## config.mk

```make
export PLATFORM = sky130hd
export DESIGN_NAME = uart_rx
export DESIGN_NICKNAME = d
export VERILOG_FILES = /design/src/rtl/uart_rx.sv
export SDC_FILE = /design/constraint.sdc
export NUM_CORES = 1
export LEC_CHECK = 0
export BUFFER_PORTS_ARGS = -buffer_cell sky130_fd_sc_hd__buf_2
export CAP_MARGIN = 20
export CORE_AREA = 4 4 71 73
export CTS_BUF_LIST = sky130_fd_sc_hd__clkbuf_4
export CTS_CLUSTER_DIAMETER = 100
export DETAILED_ROUTE_END_ITERATION = 12
export DIE_AREA = 0 0 75 77
export GPL_TIMING_DRIVEN = 0
export PLACE_DENSITY = 0.62
export REMOVE_ABC_BUFFERS = 1
export SETUP_SLACK_MARGIN = 0.2
export SYNTH_ARGS = -nofsm -noshare
export SYNTH_HDL_FRONTEND = slang
export SYNTH_SLANG_ARGS = --single-unit
```

## constraint.sdc

```tcl
create_clock -name clk -period 2.3 [get_ports clk]
set_input_delay 0.345 -clock clk [delete_from_list [all_inputs] [get_ports clk]]
set_output_delay 0.345 -clock clk [all_outputs]
set_load 0.02 [all_outputs]
```

## src/rtl/uart_rx.sv

```systemverilog
// 8N1 serial receiver, LSB first: synchronises rx, samples each bit at its
// centre and presents the received word on a valid/ack holding register.
//
//  state | meaning
//  ------+-----------------------------------------------------------
//  IDLE  | line idle, waiting for a falling edge on the synced line
//  START | counting to mid start bit to confirm it is not a glitch
//  DATA  | sampling WIDTH data bits, one per bit period, LSB first
//  STOP  | sampling the stop bit; high delivers, low flags frame_err
//  BREAK | stop bit was low, waiting for the line to return high
module uart_rx #(
  parameter int CLKS_PER_BIT = 434,
  parameter int WIDTH        = 8
) (
  input  logic             clk,
  input  logic             clr_n,
  input  logic             rx,
  output logic [WIDTH-1:0] data,
  output logic             valid,
  input  logic             ack,
  output logic             frame_err,
  output logic             overrun
);

  localparam int CNT_W = $clog2(CLKS_PER_BIT);
  localparam int IDX_W = (WIDTH > 1) ? $clog2(WIDTH) : 1;

  localparam logic [CNT_W-1:0] CNT_HALF = CNT_W'(CLKS_PER_BIT / 2 - 1);
  localparam logic [CNT_W-1:0] CNT_LAST = CNT_W'(CLKS_PER_BIT - 1);
  localparam logic [IDX_W-1:0] IDX_LAST = IDX_W'(WIDTH - 1);

  typedef enum logic [2:0] {
    S_IDLE,
    S_START,
    S_DATA,
    S_STOP,
    S_BREAK
  } state_t;

  state_t           state;
  logic [CNT_W-1:0] cnt;
  logic [IDX_W-1:0] idx;
  logic [WIDTH-1:0] sreg;
  logic             dlv;
  logic             sync_1;
  logic             rxs;

  // Both flops reset high so a released reset looks like an idle line.
  always_ff @(posedge clk or negedge clr_n) begin
    if (!clr_n) begin
      sync_1 <= 1'b1;
      rxs    <= 1'b1;
    end else begin
      sync_1 <= rx;
      rxs    <= sync_1;
    end
  end

  always_ff @(posedge clk or negedge clr_n) begin
    if (!clr_n) begin
      state     <= S_IDLE;
      cnt       <= '0;
      idx       <= '0;
      sreg      <= '0;
      dlv       <= 1'b0;
      frame_err <= 1'b0;
    end else begin
      dlv       <= 1'b0;
      frame_err <= 1'b0;
      case (state)
        S_IDLE: begin
          cnt <= '0;
          if (!rxs) state <= S_START;
        end
        S_START: begin
          if (cnt == CNT_HALF) begin
            cnt   <= '0;
            idx   <= '0;
            state <= rxs ? S_IDLE : S_DATA;
          end else begin
            cnt <= cnt + 1'b1;
          end
        end
        S_DATA: begin
          if (cnt == CNT_LAST) begin
            cnt       <= '0;
            sreg[idx] <= rxs;
            if (idx == IDX_LAST) state <= S_STOP;
            else                 idx   <= idx + 1'b1;
          end else begin
            cnt <= cnt + 1'b1;
          end
        end
        S_STOP: begin
          if (cnt == CNT_LAST) begin
            cnt <= '0;
            if (rxs) begin
              dlv   <= 1'b1;
              state <= S_IDLE;
            end else begin
              frame_err <= 1'b1;
              state     <= S_BREAK;
            end
          end else begin
            cnt <= cnt + 1'b1;
          end
        end
        // Only a return to idle re-arms; a held-low line must not start a frame.
        S_BREAK: begin
          cnt <= '0;
          if (rxs) state <= S_IDLE;
        end
        default: state <= S_IDLE;
      endcase
    end
  end

  // A fresh word always wins over a pending ack on the same cycle.
  always_ff @(posedge clk or negedge clr_n) begin
    if (!clr_n) begin
      data    <= '0;
      valid   <= 1'b0;
      overrun <= 1'b0;
    end else begin
      overrun <= 1'b0;
      if (dlv) begin
        data    <= sreg;
        valid   <= 1'b1;
        overrun <= valid & ~ack;
      end else if (ack) begin
        valid <= 1'b0;
      end
    end
  end

endmodule

```

==> results of run 1 <==
[worst max-delay path by stage]
| stage | cells past startpoint | from | slack (ps) | end |
|---|---|---|---|---|
| after floorplan | 6 | cnt[0] | 310 | state[1] |
| after global placement | 6 | cnt[0] | 210 | cnt[4] |
| after detailed placement | 6 | cnt[0] | 160 | cnt[1] |
| after CTS | 4 | state[1] | 160 | sreg[4] |
| after global routing | 6 | cnt[1] | 150 | state[1] |
| final | 6 | cnt[1] | 230 | state[1] |
[cells by family after synthesis]
logic type	synth area share, %
AND/OR/NAND/NOR	16.1
AO/OA/AOI/OAI	10.8
XOR/XNOR	1.51
adder cells (fa/ha/maj)	3.59
multiplexers	11.5
buffers and inverters	3.23
flip-flops	53.3
[repair_timing]
| item | 4_1_cts | 5_1_grt |
|---|---|---|
| endpoints found under the setup margin | 10 | 12 |
| pin swaps | 0 | 1 |
| buffers inserted | 2 | 1 |
| hold buffers | 0 | 0 |
| resized for setup | 0 | 8 |
[power by group through the flow]
| stage | combinational [mW] | clock, mW | sequential [mW] |
|---|---|---|---|
| 2_1_floorplan | 0.00135 | 0 | 0.668 |
| 3_3_place_gp | 0.0161 | 0 | 0.669 |
| 3_5_place_dp | 0.0169 | 0 | 0.669 |
| 4_1_cts | 0.0170 | 0.461 | 0.657 |
| 5_1_grt | 0.0195 | 0.496 | 0.658 |
| 6_report | 0.0157 | 0.448 | 0.657 |
[routing by layer]
metal  share of wire (%)  vias to the layer above  global-route usage [%]
li1                    -                      606                       -
met1                  46                      618                    16.2
met2                  49                       19                    19.7
met3                 3.8                        7                    3.66
met4                 1.6                        0                    5.34
met5                   0                        -                       0
[per-stage QoR]
step	instance area, sq um	power (mW)	setup WS (ps)
2_1_floorplan	1720	0.669	312
3_3_place_gp	1850	0.686	206
3_5_place_dp	1850	0.686	165
4_1_cts	1950	1.13	161
5_1_grt	1990	1.17	152
6_report	1990	1.12	234
[layout by cell type, fill, tap and decap left out, types with 2 or more instances in the layout]
| cell type | n |
|---|---|
| nor4_1 | 4 |
| dfstp_2 | 2 |
| inv_1 | 8 |
| o41ai_1 | 2 |
| xnor2_1 | 3 |
| nor3_1 | 3 |
| dfrtp_1 | 34 |
| nor2_1 | 12 |
| buf_4 | 3 |
| and3_1 | 2 |
| o31ai_1 | 2 |
| nand2_1 | 11 |
| mux2_2 | 16 |
| a22o_1 | 2 |
| nand2b_1 | 4 |
| o21ai_0 | 6 |
| ha_1 | 5 |
| or4_4 | 2 |
| a21oi_1 | 6 |
| clkbuf_4 | 5 |
| nand3_1 | 7 |
| buf_2 | 14 |
| mux2i_1 | 2 |
[sequential cells by signal, indices dropped and copies added (netlist names)]
register   cells
overrun        1
dlv            1
frame_err      1
valid          1
state          3
data           8
idx            3
cnt            9
rxs            1
sync_1         1
sreg           8
[layout make-up]
type	count	share of cell area, %
multi-input cells	106	39.7
well taps	52	3.27
inverters	9	1.70
flip-flops and latches	37	46.7
clock inverters	3	2.08
repair buffers	17	4.65
clock buffers	5	1.89
==> results.txt, run 1 <==
The run finished with clean final reports. The layout filler cell count is a little over 400. The tightest min-delay check is of the in -> async type.

The final routed wirelength across all metal layers is between 3000 and 4000 microns. The count of placed standard cells in the final layout, fillers left out is 229. Summing every instance area after synthesis gives 0.00174 sq mm. STA classifies the critical path startpoint as a register. After clock tree synthesis, the clock-pin slew on the worst setup and hold paths is about 120 ps. The longest clock path from root to sink contains 2 buffers. The initialized floorplan defines 24 standard-cell rows. The routed length per instance came out at around 14 microns.

The net count of the finished layout is roughly 190. For this design the top-level I/O count stands at 15. The critical path data arrival time came out at ~2300 ps. The fraction of final layout cells with drive strength greater than 1 is between 20% and 30%. The number of vias in the routed layout is 1,250. dfrtp_1 takes more of the synthesized area than any other cell. The proportion of netlist area held by the largest area contributor is 50.3%.

The slowest cell on the critical path is or4b_4. The final number of max-transition violations came out at 0. The final worst-path cycle share is between 80 and 90%. IR analysis of the VDD net gives a maximum drop of between 0.0002 and 0.0003 V. The clock insertion delay at the later pin of the skew report is 340 ps. The leakage power came out at between 0.9 and 1 nW.

The total DRC errors in the routed layout is 0. The count of H-tree levels built during CTS is 2. The transition at the pin with the smallest max-transition slack came out at 811 ps. The critical path goes through inv_2 > ha_1 > or4b_4 > or3_4 > or4_4 > a21oi_2. CTS placed an instance of clkbuf_4 at the clock tree root.

The number of vias per cell after detailed routing came out at about 5.5. The worst path required time is between 2000 and 3000 ps. The final critical delay including setup and external delays came out at ~2100 ps. The sequential cells in the finished layout cover a total of 930 sq um. The maximum fanout along the worst path is 3. The count of endpoints failing hold in the final timing report came out at 0. The share of synthesized flip-flops with an asynchronous set or reset came out at 100%. The worst setup slack for register-to-register paths is 230 ps.

The reported net switching power came out at roughly 240 uW. The proportion of total power due to net switching came out at a little over a fifth. The number of synthesis warnings is 0.

The average cell area after synthesis came out at ~11 sq um. After synthesis, flip-flops and latches occupy a little over half of the total area. The number of enable flip-flop cells after synthesis is 0. After synthesis, the cell types taking the most area are dfrtp_1 50%, mux2_2 10%, ha_1 3.6%. The global-route wire length before repair is 5710 microns. The internal power consumption is between 800 and 900 uW. The initial utilization of the core area, before any placement, comes to 40.0%. Setup violations remaining at the end of the flow were counted as 0. Timing would allow up to around 480 MHz.

The area of the core came out at roughly 0.0044 sq mm. The sum of buffers and inverters on the critical path came out at 1. The number of distinct standard cells referenced by the synthesized netlist came out at 37.

In this run the critical register-to-register path is captured at state[1]. On the worst path, the slowest cell contributes a delay of ~460 ps. After synthesis, the most frequently instantiated cells are 35 x dfrtp_1, 16 x mux2_2, 12 x nor2_1. Port buffering added 14 buffers. The initial detailed-routing violation count came out at 62.

The worst register-to-register path begins at cnt[1]. The initial antenna violation count came out at 0. The register bit count reported by yosys came out at 37. The path type of the worst setup path is reg -> reg. For this run the aggregate overflow at the end of global routing stands at 0.

The cell count after placement came out at 218. In the synthesized netlist, the number of instances is around 160. The normalized max-slew margin came out at 45.9%. The die outline area is roughly 0.0058 sq mm. The cell count of the worst reg-to-reg path came out at 6. The first TritonRoute pass finished after 4 iterations. The clock sink count is 37. Once detail routing completed, the nets flagged for antenna violations numbered 0. The estimated wirelength of the detail-placed design came out at 2210 microns.

TritonCTS built the clock tree. The routability congestion estimate from global placement came out at a little over 0.8. The most common cell in the netlist is dfrtp_1. The setup TNS is 0 ps. The max-capacitance violation count came out at 0. The final hold slack came out at between 80 and 90 ps.

STA classifies the critical path endpoint as a register. The power per unit of standard cell area is 563 mW/mm^2. In the synthesized netlist the dominant register cell turns out to be dfrtp_1.

The clock arrives with roughly 13 ps of skew. The number of inserted diodes came out at 0. The pin count of the biggest net entering global routing is 38. Setup repair after global routing could not meet its margin everywhere.

The power share of the combinational group is under 10%. The x dimension of the die came out at around 75 microns. The via count of the first global-routing pass is roughly 1,300. The clock share of power came out at roughly two fifths. The top cell family by delay on the critical path is simple AND/OR/NAND/NOR gates. The total area of multi-input combinational cells came out at between 700 and 800 sq um.

Across every metal layer, demand over resource in global routing totals between 10% and 20%. The number of buffers created by CTS came out at 5. Relative to the synthesized area, the layout overhead comes to 14.2%. Sequential cells account for between 50% and 60% of the total power. The die is 77 microns tall. The utilization after layout is between 40% and 50%.
No activity file was read; power rests on OpenSTA's default activity.
==> run 2: changes to the inputs <==
CTS_BUF_LIST = not set   (was sky130_fd_sc_hd__clkbuf_4)
PLACE_DENSITY = 0.64   (was 0.62)
clock period = 1.8 ns   (was 2.3 ns; I/O delays follow)
==> results.txt, run 2 (synthesis gave the netlist of run 1 again) <==
The number of placed I/O pins was 15 (unchanged). The flip-flop count of the largest register after layout is 9 (unchanged). The largest registers in the layout are cnt: 9 flops, data: 8 flops, sreg: 8 flops. The internal power consumption was 1.29 mW (+46%). The global-route wire length before repair is 5610 microns (-1.8%). The count of buffers from port buffering is 14 (unchanged). The x dimension of the die is 75 microns (unchanged). The number of vias per cell after detailed routing came to 5.43 (-0.50%). The most common cell after layout, fill and taps aside is dfrtp_1. The overall overflow remaining after global route came out at 0 (unchanged). The clock insertion delay at the later pin of the skew report is 280 ps (-60 ps). The reg-to-reg endpoint is state[1]. The met1 global-route usage was 14.5% (-1.7 points). STA classifies the critical path startpoint as a register. The transition at the pin with the smallest max-transition slack came out at 781 ps (-30.0 ps). The area of the core was 0.00435 sq mm (unchanged). The maximum clock skew at final layout was 7.82 ps (-5.57 ps). The capturing element type of the critical path is a register.

The worst setup slack for register-to-register paths was -250 ps (-480 ps). The count of placed standard cells in the final layout, fillers left out is 239 (+4.4%). The total area of multi-input combinational cells is 983 sq um (+25%).

The proportion of total power due to net switching came out at 18.8% (-2.5 points). The maximum fanout along the worst path is 3 (unchanged). The detailed-routing iteration count for the pre-antenna-repair pass came to 4 (unchanged). The met2 usage came out at 21.2% (+1.5 points). The initial detailed-routing violation count came to 58 (-6.5%).

The top cell types in the final layout, fill and taps aside, are 32 x dfrtp_1, 14 x buf_2, 13 x mux2_2, 11 x nand2_1. Compared with the post-synthesis result, the final layout area differs by 32.2%. The power share of the combinational group is 1.2% (-0.2 points). The fraction of met3 tracks used by global routing is 3.79% (+0.13 points). The clock share of power is 45.9% (+5.9 points). The count of H-tree levels built during CTS came out at 2 (unchanged). The register with the highest flop count is cnt. The hold buffer count at CTS came out at 0 (unchanged). The die span in y is 77 microns (unchanged).

The clock-pin slew on the worst setup and hold paths is 70 ps (-50 ps). The cell count of the worst reg-to-reg path came out at 6 (unchanged). The count of standard-cell rows is 24 (unchanged).

Setup repair after global routing could not meet its margin everywhere. The highest clock rate came out at 489 MHz (+0.97%). The overall global routing resource usage came out at 12.5% (-0.16 points).

The proportion of power drawn by flip-flops and latches is 52.8% (-5.8 points). The checks that failed: negative setup slack. The final number of max-transition violations is 0 (unchanged). The routed length per instance is 14.4 microns (+1.3%). The power per unit of standard cell area is 690 mW/mm^2 (+23%). The final worst-path cycle share came out at 114% (+24 points). The worst voltage drop across the vdd grid was 0.000537 V (+89%). The reported net switching power is 299 uW (+25%).

The number of routed nets with antenna violations is 0 (unchanged). The setup-violating endpoint count in the final report came to 15 (+15). The cell count after placement came out at 218 (unchanged).

The critical path data arrival time came out at 2250 ps (-90 ps). The footprint of the flip-flops and latches came out at 932 sq um (+0.27%). The routability congestion estimate from global placement came to 0.861 (+3.5%). The number of inserted diodes came out at 0 (unchanged).

The worst setup path is of the reg -> reg kind. The initial antenna violation count is 0 (unchanged). The estimated wirelength of the detail-placed design is 2040 microns (-8.0%). The layout filler cell count came out at 356 (-13%). The pin count of the biggest net entering global routing is 38 (unchanged). The minimum setup slack in the final design is -246 ps (-480 ps). The number of vias in the routed layout came to 1,298 (+3.8%). The via count of the first global-routing pass is 1,245 (-1.5%). The clock sink count is 37 (unchanged). The count of endpoints failing hold in the final timing report is 0 (unchanged). The deepest clock path buffer count is 2 (unchanged). The clock root buffer master is clkbuf_8. The worst path required time came out at 2010 ps (-570 ps).

The max-capacitance violation count is 0 (unchanged). The number of buffers created by CTS is 5 (unchanged). The number of nets in the layout came out at 195 (+5.4%).

The normalized max-slew margin came out at 47.9% (+2.0 points). The total DRC errors in the routed layout is 0 (unchanged). The leakage power was 1.04 nW (+10%).

The class of the worst hold path is in -> async. The final critical delay including setup and external delays was 2050 ps (-19.9 ps). The run finished, with violations left. The startpoint identified for the worst register-to-register timing path is cnt[1]. The TritonCTS clock tree is done. The utilization after layout is 52.9% (+7.2 points). The final routed wirelength across all metal layers is 3430 microns (+5.7%).

The starting density of the core came to 40.0% (unchanged). met2 is the most crowded layer. The die outline area is 0.00578 sq mm (unchanged). The fraction of final layout cells with drive strength greater than 1 is 46.5% (+17 points).
-- run 2: repair_timing --
action,4_1_cts,5_1_grt
gates resized for setup,18,33
endpoints found under the setup margin,22,22
cloned,1,0
buffers inserted,6,6
pin swaps,4,13
-- run 2: final cells by class --
cell class	instances	share of cell area, %
inverters	9	1.47
flip-flops and latches	37	40.5
repair buffers	26	7.45
well taps	52	2.83
clock inverters	1	1.30
multi-input cells	107	42.7
clock buffers	7	3.75
-- run 2: worst max path at each step --
stage / end / from / slack [ps]
final: state[1] / cnt[1] / -250
after global routing: state[1] / cnt[1] / -290
after CTS: state[1] / cnt[0] / -220
after detailed placement: cnt[0] / cnt[0] / -330
after global placement: cnt[4] / cnt[0] / -300
after floorplan: state[1] / cnt[0] / -190
-- run 2: metal layers --
metal | wire length, microns | part of all wire [%]
met1 | 1430 | 42
met2 | 1820 | 53
met3 | 148 | 4.3
met4 | 27 | 0.79
met5 | 0 | 0
-- run 2: critical path, stage by stage, from the launching register on --
cell     delay, ps
dfrtp_1        400
inv_2           90
ha_4           120
or4b_4         450
or3_4          350
or4_1          410
a21oi_1        140
-- run 2: power by group through the flow --
stage          logic [mW]  registers [mW]  clock network, mW
5_1_grt            0.0248           0.840              0.788
2_1_floorplan     0.00172           0.854                  0
3_5_place_dp       0.0211           0.855                  0
4_1_cts            0.0211           0.839              0.750
6_report           0.0198           0.840              0.729
3_3_place_gp       0.0206           0.855                  0
-- run 2: per-stage QoR --
stage | hold slack, ps | setup TNS, ps | power, mW | worst slack [ps] | instance area, sq um
final | 60.5 | -2230 | 1.59 | -246 | 2300
after global routing | 75.8 | -3040 | 1.65 | -293 | 2300
after CTS | 73.8 | -2000 | 1.61 | -218 | 2110
after detailed placement | 349 | -3870 | 0.876 | -330 | 1850
after global placement | 347 | -3530 | 0.876 | -298 | 1850
after floorplan | -25.6 | -1170 | 0.855 | -188 | 1720
==> run 3: changes to the inputs <==
GPL_TIMING_DRIVEN = not set   (was 0)
==> results.txt, run 3 (synthesis gave the netlist of run 1 again) <==
The routed length per instance is 15.6 microns (+8.5%). The power per unit of standard cell area was 641 mW/mm^2 (-7.1%). The pin count of the biggest net entering global routing came out at 38 (unchanged). The number of nets in the layout is 213 (+9.2%). Leaving out fill and tap cells, the most frequent cell in the layout is dfrtp_1. The transition at the pin with the smallest max-transition slack is 749 ps (-31.4 ps). The global-route wire length before repair was 6300 microns (+12%). The worst voltage drop across the vdd grid was 0.000378 V (-30%). The sum of buffers and inverters on the critical path is 1 (unchanged). The via count of the first global-routing pass is 1,369 (+10%). The run finished, with violations left. The largest stage delay on the critical path came out at 450 ps (about the same). The kind of cell with the highest combined delay along the critical path is simple AND/OR/NAND/NOR gates. The number of inserted diodes is 0 (unchanged).

The count of buffers from port buffering was 14 (unchanged). The max-capacitance violation count is 0 (unchanged). The worst path required time came to 2030 ps (+20 ps).

The register with the highest flop count is cnt. In this run the critical register-to-register path is launched from cnt[1]. The clock sink count was 37 (unchanged). The clock root buffer master is clkbuf_8. The minimum setup slack in the final design came out at -246 ps (-0.0930 ps). In this run the worst setup path terminates at state[1].

The overall overflow remaining after global route is 0 (unchanged). Compared with the post-synthesis result, the final layout area differs by 44.4%. The deepest clock path buffer count came out at 2 (unchanged). The overall global routing resource usage is 14.0% (+1.4 points). The largest registers in the layout are cnt: 9 flops, data: 8 flops, sreg: 8 flops. The number of vias in the routed layout came to 1,365 (+5.2%).

The number of vias per cell after detailed routing came out at 5.31 (-2.2%). The final worst-path cycle share came to 114% (about the same). The final routed wirelength across all metal layers came out at 4010 microns (+17%). The highest clock rate is 489 MHz (about the same). The critical path starts at cnt[1].

The initial antenna violation count is 0 (unchanged). The x dimension of the die is 75 microns (unchanged). The final reports fail on negative setup slack.

The final number of max-transition violations came out at 0 (unchanged). The maximum clock skew at final layout came out at 8.21 ps (+0.389 ps). The maximum fanout along the worst path is 3 (unchanged).

The critical path is of the reg -> reg type. The clock-pin slew on the worst setup and hold paths was 80 ps (about the same). The class of the worst hold path is in -> async.

The estimated wirelength of the detail-placed design is 2480 microns (+22%). The number of buffers created by CTS is 5 (unchanged). The initial detailed-routing violation count came out at 36 (-38%). The leakage power came out at 1.16 nW (+12%). The slowest stage of the critical path belongs to the cell or4b_4. The number of placed I/O pins is 15 (unchanged). The die outline area came out at 0.00578 sq mm (unchanged). The cell count of the worst reg-to-reg path came out at 6 (unchanged). The worst setup path is launched from a register.

The worst setup slack for register-to-register paths was -250 ps (about the same). Walking the worst path, the cells encountered are inv_2 > ha_4 > or4b_4 > or3_4 > or4_4 > a21oi_2. The number of routed nets with antenna violations came out at 0 (unchanged). The starting density of the core is 40.0% (unchanged).

The count of H-tree levels built during CTS came out at 2 (unchanged). The die span in y is 77 microns (unchanged). The final critical delay including setup and external delays is 2050 ps (+0.0930 ps). The setup-violating endpoint count in the final report came out at 12 (-3). In the layout the commonest cells are 35 x dfrtp_1, 22 x buf_4, 14 x buf_2, 11 x nand2_1, 11 x mux2_2.

The critical path data arrival time is 2270 ps (+20 ps). The total DRC errors in the routed layout is 0 (unchanged). The total number of cells along the worst setup path was 6 (unchanged). The normalized max-slew margin is 49.7% (+1.8 points).

The count of standard-cell rows is 24 (unchanged). The detailed-routing iteration count for the pre-antenna-repair pass is 4 (unchanged). The area of the core was 0.00435 sq mm (unchanged). Setup repair after global routing could not meet its margin everywhere. The count of endpoints failing hold in the final timing report is 0 (unchanged).

STA classifies the critical path endpoint as a register. The flip-flop count of the largest register after layout came out at 9 (unchanged). The routability congestion estimate from global placement came out at 0.884 (+2.7%). The total power after layout is 1.61 mW (+1.5%). The fraction of final layout cells with drive strength greater than 1 was 54.6% (+8.1 points). The worst register-to-register path ends at state[1]. The final hold slack is 8.90 ps (-51.6 ps). The clock insertion delay at the later pin of the skew report came to 290 ps (about the same). The TritonCTS clock tree is done.

The layout filler cell count is 356 (unchanged).
-- run 3: cell count changes in the layout (fill, tap and decap cells not counted), moves of 2 or more --
cell     before  now
mux2_4        3    5
mux2_2       13   11
o21ai_2       1    4
buf_6         3    9
dfrtp_2       3    0
buf_4         9   22
nor2_2        2    0
o21ai_1       4    1
dfrtp_1      32   35
-- run 3: per-stage QoR --
step	std cells	utilization, %	worst slack (ps)	setup TNS (ps)	cell area [sq um]
floorplan	152	-	-188	-1170	1720
global placement	238	46.0	-167	-1020	2000
detailed placement	238	46.0	-258	-1840	2000
CTS	252	53.7	-223	-1460	2340
global route	257	57.8	-294	-2660	2510
finish	257	57.8	-246	-1870	2510
-- run 3: worst reg2reg max path, cell delays in order, from the launching register on --
cell and delay [ps]:
dfrtp_1 400, inv_2 90, ha_4 120, or4b_4 450, or3_4 380, or4_4 420, a21oi_2 120
-- run 3: timing repair --
item	CTS	global route
pin swaps	4	16
hold buffers	0	0
hold endpoints to repair	0	0
endpoints found under the setup margin	22	22
buffers inserted	5	5
resized for setup	35	32
cloned	1	0
-- run 3: per-layer routing --
layer | part of all wire, % | global-route usage [%] | wire length (microns) | up-vias
li1 | - | - | - | 663
met1 | 41 | 16.8 | 1630 | 676
met2 | 55 | 23.6 | 2200 | 21
met3 | 3.3 | 3.92 | 133 | 5
met4 | 1.1 | 4.45 | 44 | 0
met5 | 0 | 0 | 0 | -
-- run 3: worst min path at each step --
| stage | start | endpoint | slack [ps] | cells after the start |
|---|---|---|---|---|
| final | clr_n | idx[2] | 9 | 2 |
| after global routing | clr_n | overrun | 50 | 2 |
| after CTS | clr_n | state[2] | 20 | 2 |
| after detailed placement | clr_n | data[7] | 340 | 2 |
| after global placement | clr_n | data[3] | 330 | 2 |
| after floorplan | clr_n | cnt[0] | -30 | 0 |
-- run 3: power breakdown --
part	leakage [nW]	total [mW]	internal (mW)	switching, mW
registers	0.495	0.840	0.835	0.00461
logic	0.607	0.0221	0.00457	0.0175
clock network	0.0574	0.750	0.450	0.300
total	1.16	1.61	1.29	0.322
-- run 3: layout make-up --
class                           count  area (sq um)  area share [%]
Timing Repair Buffer               45           337            13.4
Clock inverter                      2          37.5            1.49
Inverter                            9          33.8            1.34
Multi-Input combinational cell    106          1030            41.0
Sequential cell                    37           928            36.9
Clock buffer                        6          82.6            3.28
Tap cell                           52          65.1            2.59
